### src/rtl/ext_pipe_if.sv
// Stream bundle for ext_pipe: immediate/op beats in, extended words out.
// The slave side is the extender, the master side is the surrounding datapath.
interface ext_pipe_if #(
    parameter int IMM_W  = 16,
    parameter int DATA_W = 32
);
    logic              in_valid;
    logic              in_ready;
    logic [IMM_W-1:0]  in_imm;
    logic [2:0]        in_op;
    logic              out_valid;
    logic              out_ready;
    logic [DATA_W-1:0] out_data;
    logic              out_err;

    modport slave (
        input  in_valid, in_imm, in_op, out_ready,
        output in_ready, out_valid, out_data, out_err
    );

    modport master (
        output in_valid, in_imm, in_op, out_ready,
        input  in_ready, out_valid, out_data, out_err
    );
endinterface

### src/rtl/ext_pipe.sv
// Pipelined immediate extender with a two-entry skid buffer on a valid/ready stream.
// The state register bits are out_valid (bit 1) and s_valid (bit 0).
module ext_pipe #(
    parameter int IMM_W  = 16,
    parameter int DATA_W = 32,
    parameter int SHAMT  = 2
) (
    input  logic         clk,
    input  logic         reset_n,
    ext_pipe_if.slave    bus
);

    typedef enum logic [1:0] {
        EMPTY = 2'b00,
        ONE   = 2'b10,
        FULL  = 2'b11
    } state_t;

    state_t            state_r;
    state_t            state_s;
    logic [DATA_W-1:0] out_data_r;
    logic              out_err_r;
    logic [DATA_W-1:0] s_data_r;
    logic              s_err_r;
    logic [DATA_W-1:0] ext_data_s;
    logic              ext_err_s;
    logic              in_fire_s;
    logic              out_fire_s;
    logic              oreg_load_s;
    logic              oreg_from_skid_s;
    logic              sreg_load_s;

    // Returns {err, data}; every mode is formed at DATA_W so shifts never drop imm bits.
    function automatic logic [DATA_W:0] extend(input logic [IMM_W-1:0] imm, input logic [2:0] op);
        logic [DATA_W-1:0] sx;
        logic [DATA_W-1:0] zx;
        logic [DATA_W:0]   res;
        sx = DATA_W'($signed(imm));
        zx = DATA_W'(imm);
        case (op)
            3'b000:  res = {1'b0, sx};
            3'b001:  res = {1'b0, zx};
            3'b010:  res = {1'b0, zx << (DATA_W - IMM_W)};
            3'b011:  res = {1'b0, sx << SHAMT};
            3'b100:  res = {1'b0, zx << SHAMT};
            default: res = {1'b1, {DATA_W{1'b0}}};
        endcase
        return res;
    endfunction

    assign bus.out_valid = state_r[1];
    assign bus.in_ready  = ~state_r[0];
    assign bus.out_data  = out_data_r;
    assign bus.out_err   = out_err_r;

    // Input-side extension of the offered beat.
    always_comb begin
        {ext_err_s, ext_data_s} = extend(bus.in_imm, bus.in_op);
    end

    // Next-state and register load selection from the two handshakes.
    always_comb begin
        state_s          = state_r;
        oreg_load_s      = 1'b0;
        oreg_from_skid_s = 1'b0;
        sreg_load_s      = 1'b0;
        in_fire_s        = bus.in_valid & ~state_r[0];
        out_fire_s       = state_r[1] & bus.out_ready;
        case (state_r)
            EMPTY: begin
                if (in_fire_s) begin
                    oreg_load_s = 1'b1;
                    state_s     = ONE;
                end else begin
                    state_s = EMPTY;
                end
            end
            ONE: begin
                if (in_fire_s && out_fire_s) begin
                    oreg_load_s = 1'b1;
                    state_s     = ONE;
                end else if (out_fire_s) begin
                    state_s = EMPTY;
                end else if (in_fire_s) begin
                    sreg_load_s = 1'b1;
                    state_s     = FULL;
                end else begin
                    state_s = ONE;
                end
            end
            FULL: begin
                if (out_fire_s) begin
                    oreg_load_s      = 1'b1;
                    oreg_from_skid_s = 1'b1;
                    state_s          = ONE;
                end else begin
                    state_s = FULL;
                end
            end
            default: begin
                state_s = EMPTY;
            end
        endcase
    end

    // Occupancy register; doubles as out_valid / s_valid.
    always_ff @(posedge clk or negedge reset_n) begin
        if (!reset_n) begin
            state_r <= EMPTY;
        end else begin
            state_r <= state_s;
        end
    end

    // Output register: loads from the skid entry first so order stays FIFO.
    always_ff @(posedge clk or negedge reset_n) begin
        if (!reset_n) begin
            out_data_r <= {DATA_W{1'b0}};
            out_err_r  <= 1'b0;
        end else if (oreg_load_s) begin
            if (oreg_from_skid_s) begin
                out_data_r <= s_data_r;
                out_err_r  <= s_err_r;
            end else begin
                out_data_r <= ext_data_s;
                out_err_r  <= ext_err_s;
            end
        end else begin
            out_data_r <= out_data_r;
            out_err_r  <= out_err_r;
        end
    end

    // Skid register: captures a beat accepted while the output is stalled.
    always_ff @(posedge clk or negedge reset_n) begin
        if (!reset_n) begin
            s_data_r <= {DATA_W{1'b0}};
            s_err_r  <= 1'b0;
        end else if (sreg_load_s) begin
            s_data_r <= ext_data_s;
            s_err_r  <= ext_err_s;
        end else begin
            s_data_r <= s_data_r;
            s_err_r  <= s_err_r;
        end
    end

endmodule

### src/flat_wrapper.sv
// flat-port wrapper written by rule: the top's interface ports become plain ports
module ext_pipe_flat 
#(
    parameter int IMM_W  = 16,
    parameter int DATA_W = 32,
    parameter int SHAMT  = 2
)
  (clk, reset_n, bus_in_valid, bus_in_imm, bus_in_op, bus_out_ready, bus_in_ready, bus_out_valid, bus_out_data, bus_out_err);
  ext_pipe_if #(.IMM_W(IMM_W), .DATA_W(DATA_W)) bus_i ();
  input  logic clk;
  input  logic reset_n;
  input wire logic [$bits(bus_i.in_valid)-1:0] bus_in_valid;
  input wire logic [$bits(bus_i.in_imm)-1:0] bus_in_imm;
  input wire logic [$bits(bus_i.in_op)-1:0] bus_in_op;
  input wire logic [$bits(bus_i.out_ready)-1:0] bus_out_ready;
  output wire logic [$bits(bus_i.in_ready)-1:0] bus_in_ready;
  output wire logic [$bits(bus_i.out_valid)-1:0] bus_out_valid;
  output wire logic [$bits(bus_i.out_data)-1:0] bus_out_data;
  output wire logic [$bits(bus_i.out_err)-1:0] bus_out_err;
  assign bus_i.in_valid = bus_in_valid;
  assign bus_i.in_imm = bus_in_imm;
  assign bus_i.in_op = bus_in_op;
  assign bus_i.out_ready = bus_out_ready;
  assign bus_in_ready = bus_i.in_ready;
  assign bus_out_valid = bus_i.out_valid;
  assign bus_out_data = bus_i.out_data;
  assign bus_out_err = bus_i.out_err;
  ext_pipe #(.IMM_W(IMM_W), .DATA_W(DATA_W), .SHAMT(SHAMT)) u_core (.clk(clk), .reset_n(reset_n), .bus(bus_i));
endmodule
### config.mk
export PLATFORM = sky130hd
export DESIGN_NAME = ext_pipe_flat
export DESIGN_NICKNAME = d
export VERILOG_FILES = /design/src/rtl/ext_pipe_if.sv /design/src/rtl/ext_pipe.sv /design/src/flat_wrapper.sv
export SDC_FILE = /design/constraint.sdc
export NUM_CORES = 1
export LEC_CHECK = 0
export CAP_MARGIN = 20
export CORE_ASPECT_RATIO = 0.7
export CORE_UTILIZATION = 60
export CTS_CLUSTER_SIZE = 12
export DETAILED_ROUTE_END_ITERATION = 12
export DONT_BUFFER_PORTS = 1
export MAX_ROUTING_LAYER = met4
export PLACE_DENSITY = 0.76
export SLEW_MARGIN = 10
export SYNTH_ARGS = -nofsm -noshare
export SYNTH_HDL_FRONTEND = slang
export SYNTH_SLANG_ARGS = --single-unit
### constraint.sdc
create_clock -name clk -period 3.88 [get_ports clk]
set_clock_uncertainty 0.05 [all_clocks]
set_input_delay 0.194 -clock clk [delete_from_list [all_inputs] [get_ports clk]]
set_output_delay 0.194 -clock clk [all_outputs]
set_load 0.01 [all_outputs]
==> results of run 1 <==
## per-layer routing
metal,routed length (um),track usage [%],vias up
met5,0,-,-
met4,82,9.07,0
met3,685,9.18,9
met2,3470,44.1,92
met1,3260,42.4,1229
li1,-,-,1173
## layout make-up
class	count	area (um^2)	share of cell area, %
repair buffers	10	110	3.20
well taps	69	86.3	2.51
flip-flops and latches	68	1700	49.4
inverters	4	15.0	0.436
multi-input cells	227	1300	37.7
clock inverters	5	82.6	2.40
clock buffers	11	151	4.40
## logic make-up (layout without fill, tap and decap cells)
| family | after synthesis | after routing | share of synthesized area (%) |
|---|---|---|---|
| AOI/OAI and AO/OA | 133 | 133 | 26.2 |
| and+or+nand+nor | 93 | 93 | 15.1 |
| DFF | 68 | 68 | 54.5 |
| buffers and inverters | 29 | 30 | 3.97 |
| muxes | 1 | 1 | 0.321 |
## worst paths after layout
kind | start | to | slack (ps) | cells after the start
min reg2reg | u_core.s_data_r[0] | u_core.s_data_r[0] | 430 | 2
min in group asynchronous | reset_n | u_core.s_data_r[8] | 340 | 2
max | u_core.state_r[1] | u_core.bus.out_data[18] | 1840 | 4
max in group asynchronous | reset_n | u_core.s_data_r[5] | 3160 | 2
max reg2reg | u_core.state_r[1] | u_core.bus.out_data[18] | 1840 | 4
min | bus_in_imm[13] | u_core.s_data_r[15] | 6 | 2
## power by group
group	total [W]	internal (W)	switching [W]
Clock	0.000675	0.000399	0.000276
Combinational	0.000243	0.0000945	0.000149
Sequential	0.000939	0.000831	0.000108
Total	0.00186	0.00132	0.000533
## state kept, by name (all words and copies together) (netlist names)
signal / flops
u_core.s_data_r: 32
u_core.bus.out_data: 32
u_core.bus.out_err: 1
u_core.state_r: 2
u_core.s_err_r: 1
## timing repair
action | 4_1_cts | 5_1_grt
resized for setup | 0 | 0
hold buffers | 7 | 0
endpoints found under the hold margin | 75 | 0
setup buffers | 0 | 0
## worst register-to-register path, cell delays in order, from the launching register on
cell	delay, ps
dfrtp_1	450
nor2b_1	180
a211o_1	530
or3_4	550
o21ai_0	200
## cell usage in the layout, fill, tap and decap left out, types with 2 or more instances in the layout
cell type      Yosys  routed
dfrtp_1           68      68
o21ai_0           47      47
nand2_1           47      47
a22oi_1           27      27
a21oi_1           21      21
o21ai_1           13      13
a221oi_1          12      12
clkbuf_8           0      11
nor3b_1           10      10
nor2_1             8       8
nor2b_1            7       7
dlygate4sd3_1      0       6
nand3_1            5       5
nand2b_1           4       4
inv_1              4       4
a2bb2oi_1          3       3
and3_1             3       3
a21o_1             3       3
buf_4              0       3
nand3b_1           2       2
nand4b_1           2       2
bufinv_16          0       2
## through the flow
| step | std cells | total power, W | hold slack (ps) |
|---|---|---|---|
| 2_1_floorplan | 324 | 0.00111 | -152 |
| 6_report | 394 | 0.00186 | 5.89 |
| 3_3_place_gp | 371 | 0.00116 | -150 |
| 3_5_place_dp | 371 | 0.00117 | -150 |
| 5_1_grt | 394 | 0.00195 | 12.6 |
| 4_1_cts | 394 | 0.00186 | 6.80 |
==> results.md, run 1 <==
- After synthesis, the share of flip-flops with an asynchronous set or reset is 100%.
- The clock reaches the later pin of the worst-skew pair after 350 ps.
- The congestion estimate from routability-driven global placement came to 0.844.
- Across every metal layer, demand over resource in global routing totals 30.7%.
- After clock tree synthesis, the clock-pin slew on the worst setup and hold paths is 70 ps.
- Global routing finished with a remaining overflow of 0.
- The startpoint type of the worst setup path is a flip-flop.
- The layout has 376 filler cells.
- 58 I/O pins were placed.
- The number of buffer cells added on primary ports is 0.
- The number of iterations in the first detailed-routing pass is 4.
- For this run, the leading register cell type out of synthesis is dfrtp_1.
- Sequential elements use 54.5% of the synthesized area.
- The TritonCTS clock tree is done.
- Of the post-synthesis cell area, the dominant cell type holds 54.5%.
- The clock sink count is 68.
- VDD sags by at most 395 uV.
- Setup violations remaining at the end of the flow were counted as 0.
- Summed over all failing endpoints, the final setup total negative slack is 0 ps.
- Summed over all cells, the static leakage comes to 1.50 nW.
- The number of antenna diodes in the final layout is 0.
- The number of clock buffers inserted by TritonCTS is 9.
- In the finished design, the share of the clock period the worst path needs comes to 52.6%.
- For this run, the share of the core covered by cells in the final layout is 70.5%.
- The deepest clock path buffer count is 2.
- The critical path contains buffers and inverters numbering 0 combined.
- The count of nets after finishing is 343.
- The residual antenna-violating net count after detailed routing is 0.
- The die outline width is 88.2 um.
- Sorting the synthesized cells by how often they occur yields dfrtp_1 (68), nand2_1 (47), o21ai_0 (47), a22oi_1 (27), a21oi_1 (21).
- The number of flops mapped to enable cells by yosys is 0.
- For this design, the slowest cell found on the critical path is or3_4.
- The most used standard cell by instance count after synthesis is dfrtp_1.
- The floorplan row count is 21.
- After detailed routing, the average wire length per cell comes to 19.0 um.
- The synthesized design spends more area on one cell type than any other, namely dfrtp_1.
- For this block, the via count after detailed routing is 2503.
- The final number of hold-violating endpoints is 0.
- The vias per cell is 6.35.
- The count of warnings emitted by yosys is 0.
- By area the synthesized netlist is led by dfrtp_1 (54%), o21ai_0 (7.5%), a22oi_1 (6.5%), nand2_1 (5.6%), a21oi_1 (3.4%).
- Entering global routing, the biggest net connects 69 pins.
- The via count of the first global-routing pass was 2403.
- The average footprint of a synthesized cell is 9.64 um^2.
- The first global-routing pass estimated 12200 um of wire.
- The worst setup path is captured at a flip-flop.
- The path type of the worst setup path is reg2reg.
- The die covers 0.00550 mm^2.
- The overall routed net length is 7500 um.
- Setup repair after global routing left no endpoint under its margin.
- From synthesis to final layout, the design area changed by 10.3%.
- The CTS H-tree depth is 3.
- The power per cell area is 539 mW/mm^2.
- Max-cap violations in this run came to 0.
- For this run, design rule violations remaining after detail routing come to 0.
- Detailed placement ended at an HPWL of 4880 um.
- The cell family contributing the most delay on the critical path is compound AO/OA/AOI/OAI gates.
- The detailed router finished its first iteration with 280 violations.
- The worst-case headroom to the max-slew limit is 26.4%.
- Summing all placed instances gives a cell area of 0.00312 mm^2.
- In the synthesized netlist, the number of instances is 324.
- At the pin with the least slew margin, the transition time is 1100 ps.
- The signal on the critical path passes through nor2b_1 -> a211o_1 -> or3_4 -> o21ai_0.
- The tree is rooted in a clkbuf_8.
- In the post-route analysis, the smallest setup slack over all paths is 1840 ps.
- The die extent in y is 62.4 um.
- For the worst setup path, the data arrival time is 2250 ps.
- In this run the worst path has a maximum fanout of 26.
- The number of antenna violations at the first check in global routing is 0.
- The core box area is 0.00489 mm^2.
- The data required time of the critical path is 4090 ps.
- The max-slew violation total from the final report is 0.
- At the placement stage, the worst setup path has a slack of 1820 ps.
- Timing would allow up to 490 MHz.
- The starting utilization of the core area is 63.9%.
- The peak per-stage delay on the critical path is 540 ps.
- The post-route standard cell area excluding fillers is 0.00344 mm^2.
- After synthesis the netlist holds a flip-flop and latch count of 68.
- The share of post-route cells with drive strength above 1 is 6.77%.
- The post-synth design cell area is 0.00312 mm^2.
- The worst path in the final design needs a cycle of 2040 ps, including I/O delays and setup.
- The number of nets in the synthesized netlist is 347.
- The unique cell type count in the Yosys netlist is 35.
- The flow ran to the end, and the final reports show no timing, DRC or antenna violations.
- The worst hold-check path type is in2reg.
Note: power is estimated with default switching activity, not from simulation.
==> run 2: changes to the inputs <==
Clock period 3.88 ns to 1.9 ns, I/O delays scaled along.
==> results.md, run 2 (synthesized netlist as in run 1, its figures left out) <==
- The floorplan row count is 21 (unchanged).
- The path type of the worst setup path is in2reg.
- The max-cap violation count is 0 (unchanged).
- The worst hold slack came to 5.19 ps (-0.693 ps).
- The clock transition at the register clock pins on the worst setup and hold paths after CTS was 70 ps (about the same).
- The sum of negative setup slack is 0 ps (unchanged).
- The final weighted congestion in routability-driven placement is 0.802 (-5.0%).
- The reported leakage power is 1.60 nW (+6.2%).
- The final setup violation count is 0 (unchanged).
- The minimum setup slack after placement is 297 ps (-1530 ps).
- The HPWL after detailed placement is 5050 um (+3.5%).
- The number of buffer cells added on primary ports is 0 (unchanged).
- The top achievable clock speed is 603 MHz.
- The power per cell area is 1020 mW/mm^2 (+88%).
- The slew at the pin closest to its max-slew limit was 595 ps (-505 ps).
- The via count of the first global-routing pass is 2614 (+8.8%).
- The die area is 0.00550 mm^2 (unchanged).
- The count of nets after finishing is 368 (+7.3%).
- The core box area is 0.00489 mm^2 (unchanged).
- The all-layer global routing usage is 33.2% (+2.5 points).
- The max-slew violation total from the final report is 0 (unchanged).
- The peak fanout along the critical path is 13 (-50%).
- The residual antenna-violating net count after detailed routing is 0 (unchanged).
- The wire length of the first global-routing pass was 13200 um (+8.9%).
- The worst-case headroom to the max-slew limit was 59.9% (+34 points).
- The overall routed net length is 8150 um (+8.6%).
- The detail-routed net length per standard cell was 19.4 um (+2.1%).
- The CTS H-tree depth is 3 (unchanged).
- The leftover overflow at the end of global routing is 0 (unchanged).
- The data arrival time at the worst-slack endpoint was 1880 ps (-370 ps).
- The die extent in y is 62.4 um (unchanged).
- The non-filler instance count after layout was 419 (+6.3%).
- The die outline width was 88.2 um (unchanged).
- Setup repair after global routing left no endpoint under its margin.
- The number of setup buffers added after CTS was 0 (unchanged).
- The run finished with clean final reports.
- The library cell used most frequently in the layout, excluding fill and tap cells, is dfrtp_1.
- The clock network latency to the later pin of the worst-skew pair came to 350 ps (about the same).
- The share of post-route cells with drive strength above 1 came to 8.00% (+1.2 points).
- The CTS root buffer is clkbuf_8.
- Relative to the synthesized area, the layout overhead comes to 16.7%.
- The count of hold-fix buffers inserted at cts is 25 (+18).
- The maximum number of pins on one net before global-route repair came to 69 (unchanged).
- The vias per cell came to 6.47 (+1.8%).
- The starting utilization of the core area is 63.9% (unchanged).
- The number of clock buffers inserted by TritonCTS was 9 (unchanged).
- The worst-case vdd ir drop is 571 uV (+44%).
- The number of iterations in the first detailed-routing pass is 5 (+1).
- The top cell types in the final layout, fill and taps aside, are dfrtp_1 (68), o21ai_0 (47), nand2_1 (47).
- The number of antenna violations at the first check in global routing is 0 (unchanged).
- The final clock period utilization by the worst path is 87.3%.
- The cell count after placement is 378 (+1.9%).
- The worst hold-check path type is in2reg.
- The I/O pin total is 58 (unchanged).
- The worst-case register-to-register setup slack is 280 ps (-1560 ps).
- The number of resized instances in the post-cts repair step came to 0 (unchanged).
- The data required time of the critical path is 2120 ps (-1970 ps).
- The number of DRC markers in iteration 0 was 344 (+23%).
- The startpoint type of the worst setup path is an input port.
- The TritonCTS clock tree is done.
- The final number of hold-violating endpoints is 0 (unchanged).
- The vias after detailed routing is 2711 (+8.3%).
- The total power draw came to 0.00370 W (+99%).
- The deepest clock path buffer count is 2 (unchanged).
- The clock sink count is 68 (unchanged).
- The DRC violation count after routing was 0 (unchanged).
- The worst setup path is captured at a flip-flop.
- The antenna diode instance count was 0 (unchanged).
- The routed design could run at a clock period as short as 1660 ps.
- The worst-case setup margin in the final layout is 241 ps (-1600 ps).
==> run 2: report_power, final <==
group	internal, W	total (W)	switching (W)
clock	0.000673	0.00122	0.000549
sequential	0.00170	0.00192	0.000220
combinational	0.000233	0.000562	0.000329
==> run 2: worst paths after layout <==
| kind | start | end | cells past startpoint |
|---|---|---|---|
| setup reg to reg | u_core.state_r[0] | u_core.bus.out_data[20] | 4 |
| max in group asynchronous | reset_n | u_core.bus.out_data[13] | 2 |
| hold / removal | bus_in_imm[10] | u_core.bus.out_data[12] | 2 |
| hold reg to reg | u_core.s_data_r[16] | u_core.s_data_r[16] | 2 |
| setup / recovery | bus_in_op[2] | u_core.s_data_r[15] | 6 |
| min in group asynchronous | reset_n | u_core.bus.out_data[0] | 2 |
==> run 2: layout make-up <==
cell class | count | area (um^2)
sequential | 68 | 1700
multi-input combinational | 227 | 1300
fill | 362 | 1240
timing repair buffer | 35 | 343
clock buffer | 12 | 155
tap | 69 | 86.3
clock inverter | 4 | 47.5
inverter | 4 | 15.0
==> run 2: worst max-delay path: stages <==
cell and delay [ps]:
dlygate4sd3_1 590, nand2b_1 200, a21oi_1 200, a21oi_1 60, dlygate4sd3_1 580, o21ai_0 160
==> run 2: through the flow <==
step	util [%]	cell area (um^2)
2_1_floorplan	-	3120
3_3_place_gp	65.0	3180
3_5_place_dp	65.0	3180
4_1_cts	74.6	3650
5_1_grt	74.6	3650
6_report	74.6	3650
==> run 2: per-layer routing <==
| metal | share of wire (%) | vias up | routed length (um) | global-route usage (%) |
|---|---|---|---|---|
| met4 | 1.3 | 0 | 109 | 10.7 |
| li1 | - | 1229 | - | - |
| met2 | 45 | 137 | 3680 | 46.4 |
| met1 | 44 | 1329 | 3570 | 44.5 |
| met5 | 0 | - | 0 | - |
| met3 | 9.7 | 16 | 789 | 13.0 |
==> run 3: changes to the inputs <==
Clock period 1.9 ns to 1.77 ns, I/O delays scaled along.
==> results.md, run 3 (synthesized netlist as in run 1, its figures left out) <==
- Setup repair after global routing left no endpoint under its margin.
- The floorplan row count was 21 (unchanged).
- The area overhead of the layout relative to synthesis is 16.4%.
- The peak fanout along the critical path is 13 (unchanged).
- For the finished layout, the period the worst path requires is 1660 ps.
- The number of setup buffers added after CTS was 0 (unchanged).
- The path length in cells of the critical path is 4 (-2).
- The final number of hold-violating endpoints came to 0 (unchanged).
- The clock sink count was 68 (unchanged).
- The number of iterations in the first detailed-routing pass came to 5 (unchanged).
- The maximum number of pins on one net before global-route repair is 69 (unchanged).
- The number of clock buffers inserted by TritonCTS is 9 (unchanged).
- The wire length of the first global-routing pass is 13400 um (+1.4%).
- The data required time of the critical path is 1980 ps (-140 ps).
- The logic depth of the worst register-to-register path is 4 (unchanged).
- The number of buffer cells added on primary ports came to 0 (unchanged).
- The post-route standard cell area excluding fillers is 0.00364 mm^2 (-0.27%).
- The CTS root buffer is clkbuf_8.
- The detail-routed net length per standard cell is 19.4 um (about the same).
- In the layout the commonest cells are dfrtp_1 (67), o21ai_0 (47), nand2_1 (47).
- The reported leakage power is 1.59 nW (-0.54%).
- The kind of cell with the highest combined delay on the critical path is simple AND/OR/NAND/NOR gates.
- The worst-case vdd ir drop is 742 uV (+30%).
- The slew at the pin closest to its max-slew limit came to 598 ps (+3.28 ps).
- The die outline width was 88.2 um (unchanged).
- The startpoint identified for the worst hold timing path is bus_in_imm[1].
- The start point of the critical path is u_core.state_r[1].
- The wire length on met3 is 833 um (+5.6%).
- The number of DRC markers in iteration 0 was 438 (+27%).
- TritonCTS built the clock tree.
- The total power draw is 0.00382 W (+3.3%).
- The count of nets after finishing is 370 (+0.54%).
- The vias after detailed routing was 2708 (-0.11%).
- The clock network latency to the later pin of the worst-skew pair is 340 ps (about the same).
- The slowest cell on the critical path is dfrtp_1.
- The leftover overflow at the end of global routing is 0 (unchanged).
- The core box area is 0.00489 mm^2 (unchanged).
- The via count of the first global-routing pass was 2643 (+1.1%).
- The wire length on met1 was 3520 um (-1.5%).
- The all-layer global routing usage is 33.5% (+0.25 points).
- The path type of the worst setup path is reg2reg.
- The depth of the worst hold-timing path is 3 (+1).
- The vias per cell came to 6.45 (-0.35%).
- The die area is 0.00550 mm^2 (unchanged).
- The area after detailed placement is 0.00319 mm^2 (+0.47%).
- The data arrival time at the worst-slack endpoint came to 1870 ps (about the same).
- The share of post-route cells with drive strength above 1 is 8.83% (+0.83 points).
- The most common library cell in the layout ignoring fill and taps is dfrtp_1.
- The power per cell area was 1050 mW/mm^2 (+3.6%).
- The max-slew violation total from the final report was 0 (unchanged).
- The I/O pin total was 58 (unchanged).
- The worst min-delay path endpoint is u_core.bus.out_data[1].
- The critical path endpoint category is a flip-flop.
- The deepest clock path buffer count is 2 (unchanged).
- The residual antenna-violating net count after detailed routing is 0 (unchanged).
- The max-cap violation count is 0 (unchanged).
- The clock transition at the register clock pins on the worst setup and hold paths after CTS is 70 ps (about the same).
- The die extent in y is 62.4 um (unchanged).
- The highest layer touched by signal routing is met4.
- The worst hold-check path type is in2reg.
- The antenna diode instance count came to 0 (unchanged).
- The buffering stage count on the worst path with inverters included is 0 (-2).
- The peak per-stage delay on the critical path came to 430 ps (-160 ps).
- The CTS H-tree depth is 3 (unchanged).
- The run finished with clean final reports.
- The starting utilization of the core area is 63.9% (unchanged).
- The final weighted congestion in routability-driven placement is 0.823 (+2.7%).
- The signal on the critical path passes through nor2b_1 -> a211o_1 -> or3_4 -> o21ai_1.
- The worst setup path is launched from a flip-flop.
- The final clock period utilization by the worst path is 94.0%.
- The number of antenna violations at the first check in global routing is 0 (unchanged).
- The startpoint identified for the worst register-to-register timing path is u_core.state_r[1].
- The worst-case register-to-register setup slack is 110 ps (-170 ps).
- The sum of negative setup slack is 0 ps (unchanged).
- Timing would allow up to 601 MHz.
- The length of routed met2 wiring is 3650 um (-0.82%).
- The overall routed net length is 8170 um (+0.22%).
- The worst-case headroom to the max-slew limit was 59.7% (-0.22 points).
- The final setup violation count is 0 (unchanged).
- The HPWL after detailed placement is 5060 um (+0.25%).
- The DRC violation count after routing was 0 (unchanged).
- The terminus of the critical flop-to-flop path is u_core.bus.out_data[25].
==> run 3: cell type report <==
class	instances	area, um^2
clock buffer	11	151
tap	69	86.3
multi-input combinational	227	1300
timing repair buffer	37	358
fill	360	1250
inverter	4	15.0
clock inverter	4	25.0
sequential	68	1700
==> run 3: worst max-delay path by stage <==
stage                                    endpoint  slack, ps
after floorplan           u_core.bus.out_data[21]        190
final                     u_core.bus.out_data[25]        110
after global routing      u_core.bus.out_data[25]         20
after detailed placement  u_core.bus.out_data[20]        150
after CTS                 u_core.bus.out_data[26]        150
after global placement    u_core.bus.out_data[18]        230
==> run 3: where the power goes <==
part           switching (W)  total [W]  leakage [nW]  internal [W]
registers           0.000234    0.00206         0.894       0.00182
clock network       0.000581    0.00115        0.0872      0.000572
logic               0.000361   0.000615         0.606      0.000254
total                0.00118    0.00382          1.59       0.00265
==> run 3: worst min-delay path: stages <==
cell and delay (ps):
and3_1 120, a21oi_1 40, o21ai_0 120
==> run 3: routing by layer <==
layer / GRT usage [%] / vias up
met1: 46.5 / 1290
met3: 9.71 / 27
met5: - / -
li1: - / 1236
met2: 48.5 / 155
met4: 8.67 / 0
==> run 3: timing repair <==
action	4_1_cts	5_1_grt
hold buffers	25	0
endpoints found under the hold margin	123	0
endpoints found under the setup margin	0	1
gates resized for setup	0	1
==> run 3: per-stage QoR <==
step,util (%),hold WS (ps),instances,worst slack (ps)
floorplan,-,-257,324,189
global route,74.4,17.3,420,22.9
finish,74.4,8.47,420,106
detailed placement,65.3,-256,380,146
CTS,74.4,3.77,420,152
global placement,65.3,-256,380,235
